$ cat src/rtl/pipeline_debug_streamer.sv
// Debug/control stage behind the MIPS pipeline: gates pipe_en for run/step/halt
// and streams a checksummed snapshot frame (A5, count, words, XOR) over valid/ready.
module pipeline_debug_streamer #(
  parameter int NWORDS = 4
) (
  input  logic                  clk,
  input  logic                  reset,
  input  logic [7:0]            cmd_data,
  input  logic                  cmd_valid,
  output logic                  cmd_ready,
  input  logic [32*NWORDS-1:0]  snap_in,
  output logic                  pipe_en,
  output logic [7:0]            tx_data,
  output logic                  tx_valid,
  input  logic                  tx_ready,
  output logic                  busy
);

  localparam int NDATA = 4 * NWORDS + 4;
  localparam int IDXW  = $clog2(NDATA);

  localparam logic [7:0] CMD_RUN  = 8'h52;
  localparam logic [7:0] CMD_STEP = 8'h53;
  localparam logic [7:0] CMD_HALT = 8'h48;
  localparam logic [7:0] CMD_DUMP = 8'h44;
  localparam logic [7:0] HDR_BYTE = 8'hA5;

  typedef enum logic [2:0] {
    S_IDLE,
    S_RUN,
    S_STEP,
    S_CAPTURE,
    S_SEND_HDR,
    S_SEND_DATA,
    S_SEND_CHK
  } state_t;

  state_t                    state;
  state_t                    next_state;
  logic [31:0]               cycle_count;
  logic [31:0]               count_latch;
  logic [32*NWORDS-1:0]      snap_reg;
  logic [7:0]                chk_acc;
  logic [IDXW-1:0]           byte_idx;
  logic [32*(NWORDS+1)-1:0]  data_vec;
  logic [7:0]                cur_byte;
  logic                      cmd_accept;
  logic                      tx_fire;

  // Payload bytes after the header: latched count first, then the words, all little-endian.
  assign data_vec   = {snap_reg, count_latch};
  assign cur_byte   = data_vec[{byte_idx, 3'b000} +: 8];
  assign cmd_accept = cmd_valid & cmd_ready;
  assign tx_fire    = tx_valid & tx_ready;

  always_comb begin
    next_state = state;
    case (state)
      S_IDLE: begin
        if (cmd_accept) begin
          case (cmd_data)
            CMD_RUN:  next_state = S_RUN;
            CMD_STEP: next_state = S_STEP;
            CMD_DUMP: next_state = S_CAPTURE;
            default:  next_state = S_IDLE;
          endcase
        end
      end
      S_RUN: begin
        if (cmd_accept && (cmd_data == CMD_HALT)) next_state = S_CAPTURE;
      end
      S_STEP:     next_state = S_CAPTURE;
      S_CAPTURE:  next_state = S_SEND_HDR;
      S_SEND_HDR: begin
        if (tx_fire) next_state = S_SEND_DATA;
      end
      S_SEND_DATA: begin
        if (tx_fire && (byte_idx == IDXW'(NDATA - 1))) next_state = S_SEND_CHK;
      end
      S_SEND_CHK: begin
        if (tx_fire) next_state = S_IDLE;
      end
      default: next_state = S_IDLE;
    endcase
  end

  always_comb begin
    cmd_ready = 1'b0;
    busy      = 1'b1;
    tx_valid  = 1'b0;
    tx_data   = 8'h00;
    case (state)
      S_IDLE, S_RUN: begin
        cmd_ready = 1'b1;
        busy      = 1'b0;
      end
      S_SEND_HDR: begin
        tx_valid = 1'b1;
        tx_data  = HDR_BYTE;
      end
      S_SEND_DATA: begin
        tx_valid = 1'b1;
        tx_data  = cur_byte;
      end
      S_SEND_CHK: begin
        tx_valid = 1'b1;
        tx_data  = chk_acc;
      end
      default: ;
    endcase
  end

  // pipe_en is registered from the next state so it lines up exactly with RUN/STEP residency.
  always_ff @(posedge clk or posedge reset) begin
    if (reset) begin
      state   <= S_IDLE;
      pipe_en <= 1'b0;
    end else begin
      state   <= next_state;
      pipe_en <= (next_state == S_RUN) || (next_state == S_STEP);
    end
  end

  always_ff @(posedge clk or posedge reset) begin
    if (reset) begin
      cycle_count <= 32'd0;
    end else if (pipe_en) begin
      cycle_count <= cycle_count + 32'd1;
    end
  end

  // The capture cycle freezes the frame contents; later snap_in activity is ignored.
  always_ff @(posedge clk or posedge reset) begin
    if (reset) begin
      snap_reg    <= '0;
      count_latch <= 32'd0;
      chk_acc     <= 8'h00;
      byte_idx    <= '0;
    end else if (state == S_CAPTURE) begin
      snap_reg    <= snap_in;
      count_latch <= cycle_count;
      chk_acc     <= 8'h00;
      byte_idx    <= '0;
    end else if ((state == S_SEND_DATA) && tx_fire) begin
      chk_acc  <= chk_acc ^ cur_byte;
      byte_idx <= byte_idx + IDXW'(1);
    end
  end

endmodule

$ cat config.mk
export PLATFORM = sky130hd
export DESIGN_NAME = pipeline_debug_streamer
export DESIGN_NICKNAME = d
export VERILOG_FILES = /design/src/rtl/pipeline_debug_streamer.sv
export SDC_FILE = /design/constraint.sdc
export NUM_CORES = 1
export LEC_CHECK = 0
export BUFFER_PORTS_ARGS = -buffer_cell sky130_fd_sc_hd__buf_4
export CORE_MARGIN = 10
export CORE_UTILIZATION = 29
export CTS_CLUSTER_SIZE = 14
export DETAILED_ROUTE_END_ITERATION = 12
export PLACE_DENSITY = 0.56
export SYNTH_ARGS = -nofsm -noshare
export SYNTH_HDL_FRONTEND = slang
export SYNTH_SLANG_ARGS = --single-unit
$ cat constraint.sdc
create_clock -name clk -period 6.7 [get_ports clk]
set_input_delay 1.34 -clock clk [delete_from_list [all_inputs] [get_ports clk]]
set_output_delay 1.34 -clock clk [all_outputs]
set_load 0.1 [all_outputs]
==> results.yml, run 1 <==
run_status:
  status: "finished clean"
synth:
  syn_inst: 1043
  ys.flop_type: "dfrtp_1"
  synth_compound_area_share_pct: 3.659
  synth_top_cell_by_area: "dfrtp_1"
  post-synth-top-count-cell: "nand2_1"
  yosysUniqueCellTypes: 49
  synthMuxAreaShare_pct: 11.09
  synth_area_mm2: 0.009848
  syn_nets: 1185
  synth.yosys.seq_area_share_pct: 53.11
  synth_top_family_by_area: "simple AND/OR/NAND/NOR gates"
  avgSynthCellArea_um2: 9.442
  synth.area.top_cells: "dfrtp_1, nand2_1, mux4_2"
  synth-simple-area-share_pct: 25.98
  synth_top_area_share_pct: 53.11
  synth_common_cells: "nand2_1, dfrtp_1, clkbuf_1, mux4_2, mux2i_1"
  synth_edf_count: 0
  yosysWarnings: 0
  ys_ff_latch: 209
  synth_xor_area_share_pct: 3.113
  synthArstFlopShare_pct: 100.0
  synth_fa_ha_area_share_pct: 0.2541
cts:
  cts-resized-gates: 0
  post_cts_buffers: 0
  htreeDepth: 1
  cts_tree: "yes"
  cts_root_buf: "clkbuf_16"
  cts.sinks: 209
  clock_latency_ns: 0.52
  clock_path_buffers: 3
  cts.clk_slew.worst_paths_ns: 0.06
  postCtsHoldBufs: 0
  numCtsBuffers: 24
worst_setup_path:
  worst_path_largest_cell_delay_ns: 0.72
  crit_fanout: 24
  crit_type: "flop to output port"
  start_kind: "flop"
  cp_slowest_cell: "dfrtp_2"
  crit_arrival_ns: 3.41
  worstPathBufferInverterCount: 2
  worstPathRequired_ns: 5.36
  crit_path_end_kind: "output port"
  critPathTopFamily: "compound AO/OA/AOI/OAI gates"
  cp_cell_sequence: "buf_4, mux4_2, nor2_1, a221oi_1, o21ai_0, o21ai_0, buf_4"
power_and_ir_drop:
  power.share.clock_pct: 32.3
  switching_power_w: 0.001541
  p_int_w: 0.002674
  swShare_pct: 36.57
  p_comb_share_pct: 29.9
  p_leak_nw: 5.644
  vdd_drop_max_mv: 0.3767
  pwr-share-seq_pct: 37.7
  power_per_cell_area_mw_per_mm2: 345.4
drt:
  vias: 7717
  wl_per_cell_um: 17.96
  drt_first_iter_violations: 663
  firstDrtPassIters: 5
  via_per_inst: 4.729
  drc: 0
  wl_um: 29310
  postRouteAntennaNets: 0
final_layout:
  syn_to_final_growth_pct: 23.90
  nNetsFinal: 1308
  fin_cells: 1632
  diodes: 0
  num-fill-cells: 3433
  largest_register_ffs: 128
  layout-drive-gt1-share_pct: 20.69
floorplanning:
  die_h_um: 204.3
  rows: 67
  start_util_pct: 29.37
  die_width_um: 204.3
  ios: 152
  die-area_mm2: 0.04173
  core_area_mm2: 0.03353
timing:
  setup_viol: 0
  post-route-min-period_ns: 4.750
  setup_tns_ns: 0
  hold_violations: 0
  min_period_over_period_pct: 70.89
  slew_headroom_pct: 22.92
  grt_setup_unrepaired: "no"
  slew_viol_final: 0
  fmax_mhz: 210.5
  worst_clock_skew_ns: 0.01793
  worst_slew_pin_slew_ns: 1.156
placement:
  port_buffers: 151
  post-dp-hpwl_um: 21310
  placedCellCount: 1588
  globalplace.congestion: 0.8747
worst_hold_path:
  min_path_type: "flop to flop"
global_route:
  grt_pass1_vias: 8079
  grt_max_degree: 185
  antenna_found_initial: 0
  grt_usage_pct: 13.87
  overflow: 0
  grt_pass1_wl_um: 46230
job:
  maxCapViolCount: 0
-- through the flow --
step	total power, W	hold WS, ns	utilization, %	worst slack, ns	instance area [um2]
after floorplan	0.002537	0.4403	-	1.902	9852
after global placement	0.002856	0.4561	33.88	2.558	11360
after detailed placement	0.002877	0.4633	33.88	2.497	11360
after CTS	0.004256	0.4712	36.39	1.932	12200
after global routing	0.004417	0.4844	36.39	1.666	12200
final	0.004215	0.4704	36.39	1.950	12200
-- worst paths after layout --
check	end	cells past startpoint	slack [ns]	start
worst max register to register	snap_reg[67]$_DFFE_PP0P_	4	3.85	state[2]$_DFF_PP0_
max in group asynchronous	byte_idx[3]$_DFFE_PP0P_	3	4.39	reset
worst min register to register	chk_acc[7]$_DFFE_PP0P_	1	0.47	chk_acc[7]$_DFFE_PP0P_
worst min-delay path	chk_acc[7]$_DFFE_PP0P_	1	0.47	chk_acc[7]$_DFFE_PP0P_
worst max-delay path	tx_data[2]	7	1.95	byte_idx[1]$_DFFE_PP0P_
min in group asynchronous	snap_reg[40]$_DFFE_PP0P_	2	0.90	reset
-- cell families (layout without fill, tap and decap cells) --
kind of cell | count (synthesis) | count (layout)
multiplexers | 64 | 64
buffers and inverters | 63 | 204
AO/OA/AOI/OAI | 53 | 53
adder cells (fa/ha/maj) | 2 | 2
flip-flops | 209 | 209
AND/OR/NAND/NOR | 617 | 617
XOR/XNOR | 35 | 35
-- layout make-up --
cell class | instances | area [um2] | share of cell area (%)
Clock buffer | 33 | 694.4 | 5.691
Clock inverter | 11 | 146.4 | 1.200
Inverter | 4 | 18.77 | 0.1538
Multi-Input combinational cell | 771 | 4353 | 35.67
Sequential cell | 209 | 5233 | 42.88
Tap cell | 448 | 560.5 | 4.594
Timing Repair Buffer | 156 | 1196 | 9.803
-- power by group through the flow --
stage | Combinational (W) | Clock [W] | Sequential, W
after global routing | 0.00135 | 0.00145 | 0.00162
after floorplan | 0.00108 | 0 | 0.00146
after global placement | 0.00125 | 0 | 0.00161
after detailed placement | 0.00126 | 0 | 0.00161
after CTS | 0.00127 | 0.00140 | 0.00159
final | 0.00126 | 0.00136 | 0.00159
-- layer usage --
metal / vias up / track usage [%] / routed length, um
met5: - / 0 / 0
met2: 218 / 22.14 / 13760
met4: 0 / 4.073 / 709
met1: 3790 / 18.56 / 13010
met3: 35 / 2.916 / 1841
li1: 3674 / - / -
-- placed cells by master, fill, tap and decap left out, types with 2 or more instances in the layout --
cell type,count
or3_1,3
inv_1,3
a22o_1,4
clkbuf_1,3
nor3_1,6
bufinv_16,3
nor2_1,20
a221oi_1,4
clkbuf_16,24
xor2_1,15
o21ai_0,16
dfrtp_2,2
clkbuf_8,6
and4_1,3
nor2b_1,9
and2_1,4
mux2i_1,27
o22ai_1,4
mux4_2,36
nor3b_1,2
a221o_1,4
nand2_1,522
a32o_1,4
nand3_1,13
nand4_1,13
ha_1,2
buf_4,154
dfrtp_1,207
and3b_1,2
xnor2_1,20
clkinvlp_4,3
buf_12,2
a21oi_1,10
nor4bb_1,2
and3_1,8
clkinv_2,5
Note: power is estimated with default switching activity, not from simulation.
==> inputs of run 2 (changes only) <==
Clock period 6.7 ns to 4.2 ns, I/O delays scaled along.
==> results.yml, run 2 (synthesis gave the netlist of run 1 again) <==
worst_hold_path:
  min_path_type: "input port to async pin"
timing:
  setup_tns_ns: 0
  post-route-min-period_ns: 3.891
  slew_viol_final: 0
  setup_viol: 0
  worst_clock_skew_ns: 0.02109
  min_period_over_period_pct: 92.64
  grt_setup_unrepaired: "no"
  fmax_mhz: 257.0
  hold_violations: 0
  worst_slew_pin_slew_ns: 1.007
  setup_slack_ns: 0.3089
  slew_headroom_pct: 32.90
  finalHoldWorstSlack_ns: 0.4672
drt:
  wl_um: 29570
  vias: 7772
  firstDrtPassIters: 5
  via_per_inst: 4.756
  wl_per_cell_um: 18.10
  drt_first_iter_violations: 686
  postRouteAntennaNets: 0
  drc: 0
final_layout:
  layout_commonest_cell: "nand2_1"
  final_core_util_pct: 36.51
  mostFrequentLayoutCells: "nand2_1, dfrtp_1, buf_4"
  num-fill-cells: 3486
  largest_register_ffs: 128
  nNetsFinal: 1311
  layout-drive-gt1-share_pct: 20.57
  diodes: 0
  syn_to_final_growth_pct: 24.33
power_and_ir_drop:
  p_leak_nw: 5.655
  pwr-share-seq_pct: 37.4
  vdd_drop_max_mv: 0.6024
  power_per_cell_area_mw_per_mm2: 553.9
  power.share.clock_pct: 33.1
  swShare_pct: 36.31
  p_comb_share_pct: 29.5
  switching_power_w: 0.002463
  finalPower_w: 0.006782
  p_int_w: 0.004319
worst_setup_path:
  start_kind: "flop"
  reg2reg_depth: 6
  cp_slowest_cell: "dfrtp_4"
  worstPathBufferInverterCount: 2
  worstPathRequired_ns: 3.36
  crit_fanout: 31
  r2r_start: "byte_idx[0]$_DFFE_PP0P_"
  crit_type: "flop to output port"
  timing.rr.end: "pipe_en$_DFF_PP0_"
  crit_path_end_kind: "output port"
  rrSetupSlack_ns: 1.50
  cp_cell_sequence: "buf_4, and2_1, a221oi_1, o21ai_0, o21ai_1, buf_4"
  critPathTopFamily: "compound AO/OA/AOI/OAI gates"
  crit_top_cell: "buf_4"
  crit_arrival_ns: 3.05
  worst_path_largest_cell_delay_ns: 0.69
floorplanning:
  ios: 152
  rows: 67
  die_width_um: 204.3
  core_area_mm2: 0.03353
  start_util_pct: 29.37
  die-area_mm2: 0.04173
  die_h_um: 204.3
placement:
  place_ws_ns: 0.6211
  globalplace.congestion: 0.8666
  post-dp-hpwl_um: 21680
  port_buffers: 151
job:
  maxCapViolCount: 0
global_route:
  antenna_found_initial: 0
  grt_pass1_wl_um: 46230
  grt_usage_pct: 13.97
  grt_max_degree: 167
  overflow: 0
  grt_pass1_vias: 8114
cts:
  cts.sinks: 209
  numCtsBuffers: 24
  cts_tree: "yes"
  cts_root_buf: "clkbuf_16"
  clock_path_buffers: 3
  cts.clk_slew.worst_paths_ns: 0.06
  clock_latency_ns: 0.53
  htreeDepth: 1
  postCtsHoldBufs: 0
run_status:
  status: "finished clean"
==> run 2: changes by cell type in the layout (fill, tap and decap cells not counted), sizes merged <==
cell / change
inv: +1
clkinv: -5
bufinv: +1
clkinvlp: +1
clkbuf: +1
buf: +3
==> run 2: area by class of cell <==
| cell class | count | area [um2] | share of cell area, % |
|---|---|---|---|
| clock buffer | 34 | 689.4 | 5.631 |
| clock inverter | 9 | 156.4 | 1.277 |
| inverter | 4 | 18.77 | 0.1533 |
| multi-input combinational | 771 | 4353 | 35.55 |
| sequential | 209 | 5235 | 42.76 |
| tap | 448 | 560.5 | 4.578 |
| timing repair buffer | 159 | 1231 | 10.06 |
==> run 2: power by group through the flow <==
stage / sequential, W / combinational (W) / clock (W)
2_1_floorplan: 0.00233 / 0.00173 / 0
3_3_place_gp: 0.00257 / 0.00198 / 0
3_5_place_dp: 0.00258 / 0.00201 / 0
4_1_cts: 0.00254 / 0.00201 / 0.00228
5_1_grt: 0.00258 / 0.00213 / 0.00237
6_report: 0.00254 / 0.00200 / 0.00224
==> run 2: metrics by stage <==
step           instance area [um2]  std cells
6_report                     12240       1634
5_1_grt                      12240       1634
4_1_cts                      12240       1634
3_5_place_dp                 11400       1591
3_3_place_gp                 11400       1591
2_1_floorplan                 9852       1043
==> run 2: worst min-delay path: stages <==
cell        delay (ns)
buf_4             0.12
clkinvlp_4        0.08
buf_12            0.41
==> run 2: worst max-delay path by stage <==
stage | start | to | slack (ns) | cells after the start
after floorplan | state[2]$_DFF_PP0_ | busy | 0.40 | 4
after global placement | byte_idx[1]$_DFFE_PP0P_ | tx_data[5] | 0.73 | 6
after detailed placement | byte_idx[1]$_DFFE_PP0P_ | tx_data[5] | 0.62 | 6
after CTS | byte_idx[1]$_DFFE_PP0P_ | tx_data[5] | 0.06 | 6
after global routing | byte_idx[1]$_DFFE_PP0P_ | tx_data[5] | 0.07 | 6
final | byte_idx[1]$_DFFE_PP0P_ | tx_data[2] | 0.31 | 6
==> run 2: per-layer routing <==
layer | track usage [%] | vias up | routed length [um]
met3 | 2.441 | 43 | 1608
met1 | 18.85 | 3813 | 13400
li1 | - | 3689 | -
met2 | 22.16 | 227 | 13770
met4 | 4.761 | 0 | 787
met5 | 0 | - | 0
==> run 2: what timing repair did <==
| action | in CTS | in global routing |
|---|---|---|
| setup buffers | 0 | 0 |
| endpoints found under the setup margin | 0 | 4 |
| resized for setup | 0 | 1 |
==> inputs of run 3 (changes only) <==
Settings changed: CTS_BUF_LIST set to sky130_fd_sc_hd__clkbuf_4, PLACE_DENSITY 0.56 to unset.
==> results.yml, run 3 (synthesis gave the netlist of run 1 again) <==
global_route:
  grt_max_degree: 110
  overflow: 0
  grt_usage_pct: 14.04
  grt_pass1_wl_um: 46600
  grt_pass1_vias: 8393
  antenna_found_initial: 1
timing:
  setup_slack_ns: 0.2532
  post-route-min-period_ns: 3.947
  finalHoldWorstSlack_ns: 0.3195
  min_period_over_period_pct: 93.97
  grt_setup_unrepaired: "no"
  setup_tns_ns: 0
  hold_violations: 0
  fmax_mhz: 253.4
  worst_clock_skew_ns: 0.05984
  setup_viol: 0
  slew_headroom_pct: 47.28
  worst_slew_pin_slew_ns: 0.7891
  slew_viol_final: 0
floorplanning:
  start_util_pct: 29.37
  core_area_mm2: 0.03353
  ios: 152
  die_width_um: 204.3
  die-area_mm2: 0.04173
  die_h_um: 204.3
  rows: 67
cts:
  cts_tree: "yes"
  clock_path_buffers: 3
  cts.sinks: 209
  postCtsHoldBufs: 0
  numCtsBuffers: 56
  htreeDepth: 2
  clock_latency_ns: 0.71
  cts_root_buf: "clkbuf_4"
  cts.clk_slew.worst_paths_ns: 0.08
placement:
  globalplace.congestion: 0.9032
  post_dp_cell_area_mm2: 0.01145
  placedCellCount: 1593
  place_ws_ns: 0.7047
  post-dp-hpwl_um: 21790
  port_buffers: 151
final_layout:
  num-fill-cells: 3437
  largest_register_ffs: 128
  fin_cells: 1694
  nNetsFinal: 1346
  final_cell_area_mm2: 0.01216
  mostFrequentLayoutCells: "nand2_1, dfrtp_1, buf_4"
  layout_commonest_cell: "nand2_1"
  syn_to_final_growth_pct: 23.45
  layout-drive-gt1-share_pct: 23.78
drt:
  wl_um: 29730
  wl_per_cell_um: 17.55
  drt_first_iter_violations: 542
  via_per_inst: 4.707
  firstDrtPassIters: 5
  drc: 0
  postRouteAntennaNets: 0
  vias: 7974
power_and_ir_drop:
  vdd_drop_max_mv: 0.3200
  p_leak_nw: 5.686
  power.share.clock_pct: 27.6
  p_int_w: 0.003828
  p_comb_share_pct: 33.1
  switching_power_w: 0.002491
  swShare_pct: 39.42
  pwr-share-seq_pct: 39.4
  power_per_cell_area_mw_per_mm2: 519.8
worst_setup_path:
  startpoint: "byte_idx[1]$_DFFE_PP0P_"
  r2r_start: "byte_idx[1]$_DFFE_PP0P_"
  crit_type: "flop to output port"
  crit_arrival_ns: 3.11
  path_depth: 6
  critPathTopFamily: "compound AO/OA/AOI/OAI gates"
  timing.rr.end: "pipe_en$_DFF_PP0_"
  worst_path_largest_cell_delay_ns: 0.63
  worstPathRequired_ns: 3.36
  critPathCapture: "tx_data[0]"
  worstPathBufferInverterCount: 2
  crit_path_end_kind: "output port"
  cp_cell_sequence: "buf_12, and2_1, a221oi_1, o21ai_0, o21ai_1, buf_4"
  reg2reg_depth: 7
  crit_fanout: 17
  start_kind: "flop"
  rrSetupSlack_ns: 1.75
  cp_slowest_cell: "dfrtp_4"
job:
  maxCapViolCount: 0
worst_hold_path:
  min_path_type: "input port to flop"
run_status:
  status: "finished clean"
run 3: worst min-delay path by stage:
stage	from	end	slack (ns)	cells past startpoint
global route	snap_in[100]	snap_reg[100]$_DFFE_PP0P_	0.28	3
CTS	snap_in[100]	snap_reg[100]$_DFFE_PP0P_	0.27	3
floorplan	chk_acc[0]$_DFFE_PP0P_	chk_acc[0]$_DFFE_PP0P_	0.44	1
finish	snap_in[100]	snap_reg[100]$_DFFE_PP0P_	0.32	3
global placement	chk_acc[2]$_DFFE_PP0P_	chk_acc[2]$_DFFE_PP0P_	0.45	1
detailed placement	snap_reg[112]$_DFFE_PP0P_	snap_reg[112]$_DFFE_PP0P_	0.46	2
run 3: repair_timing:
item                                    4_1_cts  5_1_grt
gates resized for setup                       1        1
endpoints found under the setup margin        6        4
pin swaps                                     0        0
gates cloned                                  0        0
setup buffers                                 0        1
run 3: power groups by stage:
stage / logic [W] / registers [W] / clock network (W)
after floorplan: 0.00173 / 0.00233 / 0
after global placement: 0.00201 / 0.00255 / 0
after detailed placement: 0.00204 / 0.00256 / 0
after CTS: 0.00204 / 0.00252 / 0.00180
after global routing: 0.00225 / 0.00253 / 0.00191
final: 0.00209 / 0.00249 / 0.00174
run 3: layer usage:
layer | track usage [%] | part of all wire [%]
met1 | 18.18 | 44
met2 | 22.18 | 47
met3 | 3.646 | 6.5
met4 | 5.131 | 2.5
met5 | 0 | 0
run 3: tightest hold or removal path: cells and delay by family:
kind | cells | cell delay, ns
buffers and inverters | 1 | 0.08
and+or+nand+nor | 2 | 0.08
run 3: through the flow:
stage | util, % | power [W]
final | 36.26 | 0.006319
after global routing | 36.26 | 0.006686
after CTS | 36.19 | 0.006365
after detailed placement | 34.14 | 0.004597
after global placement | 34.14 | 0.004556
after floorplan | - | 0.004054
run 3: layout make-up:
| cell class | instances | area (um2) | area share (%) |
|---|---|---|---|
| multi-input combinational | 771 | 4353 | 35.80 |
| clock inverter | 19 | 82.58 | 0.6792 |
| antenna | 1 | 2.502 | 0.02058 |
| timing repair buffer | 162 | 1304 | 10.72 |
| inverter | 4 | 18.77 | 0.1544 |
| clock buffer | 80 | 600.6 | 4.940 |
| sequential | 209 | 5236 | 43.07 |
| tap | 448 | 560.5 | 4.610 |
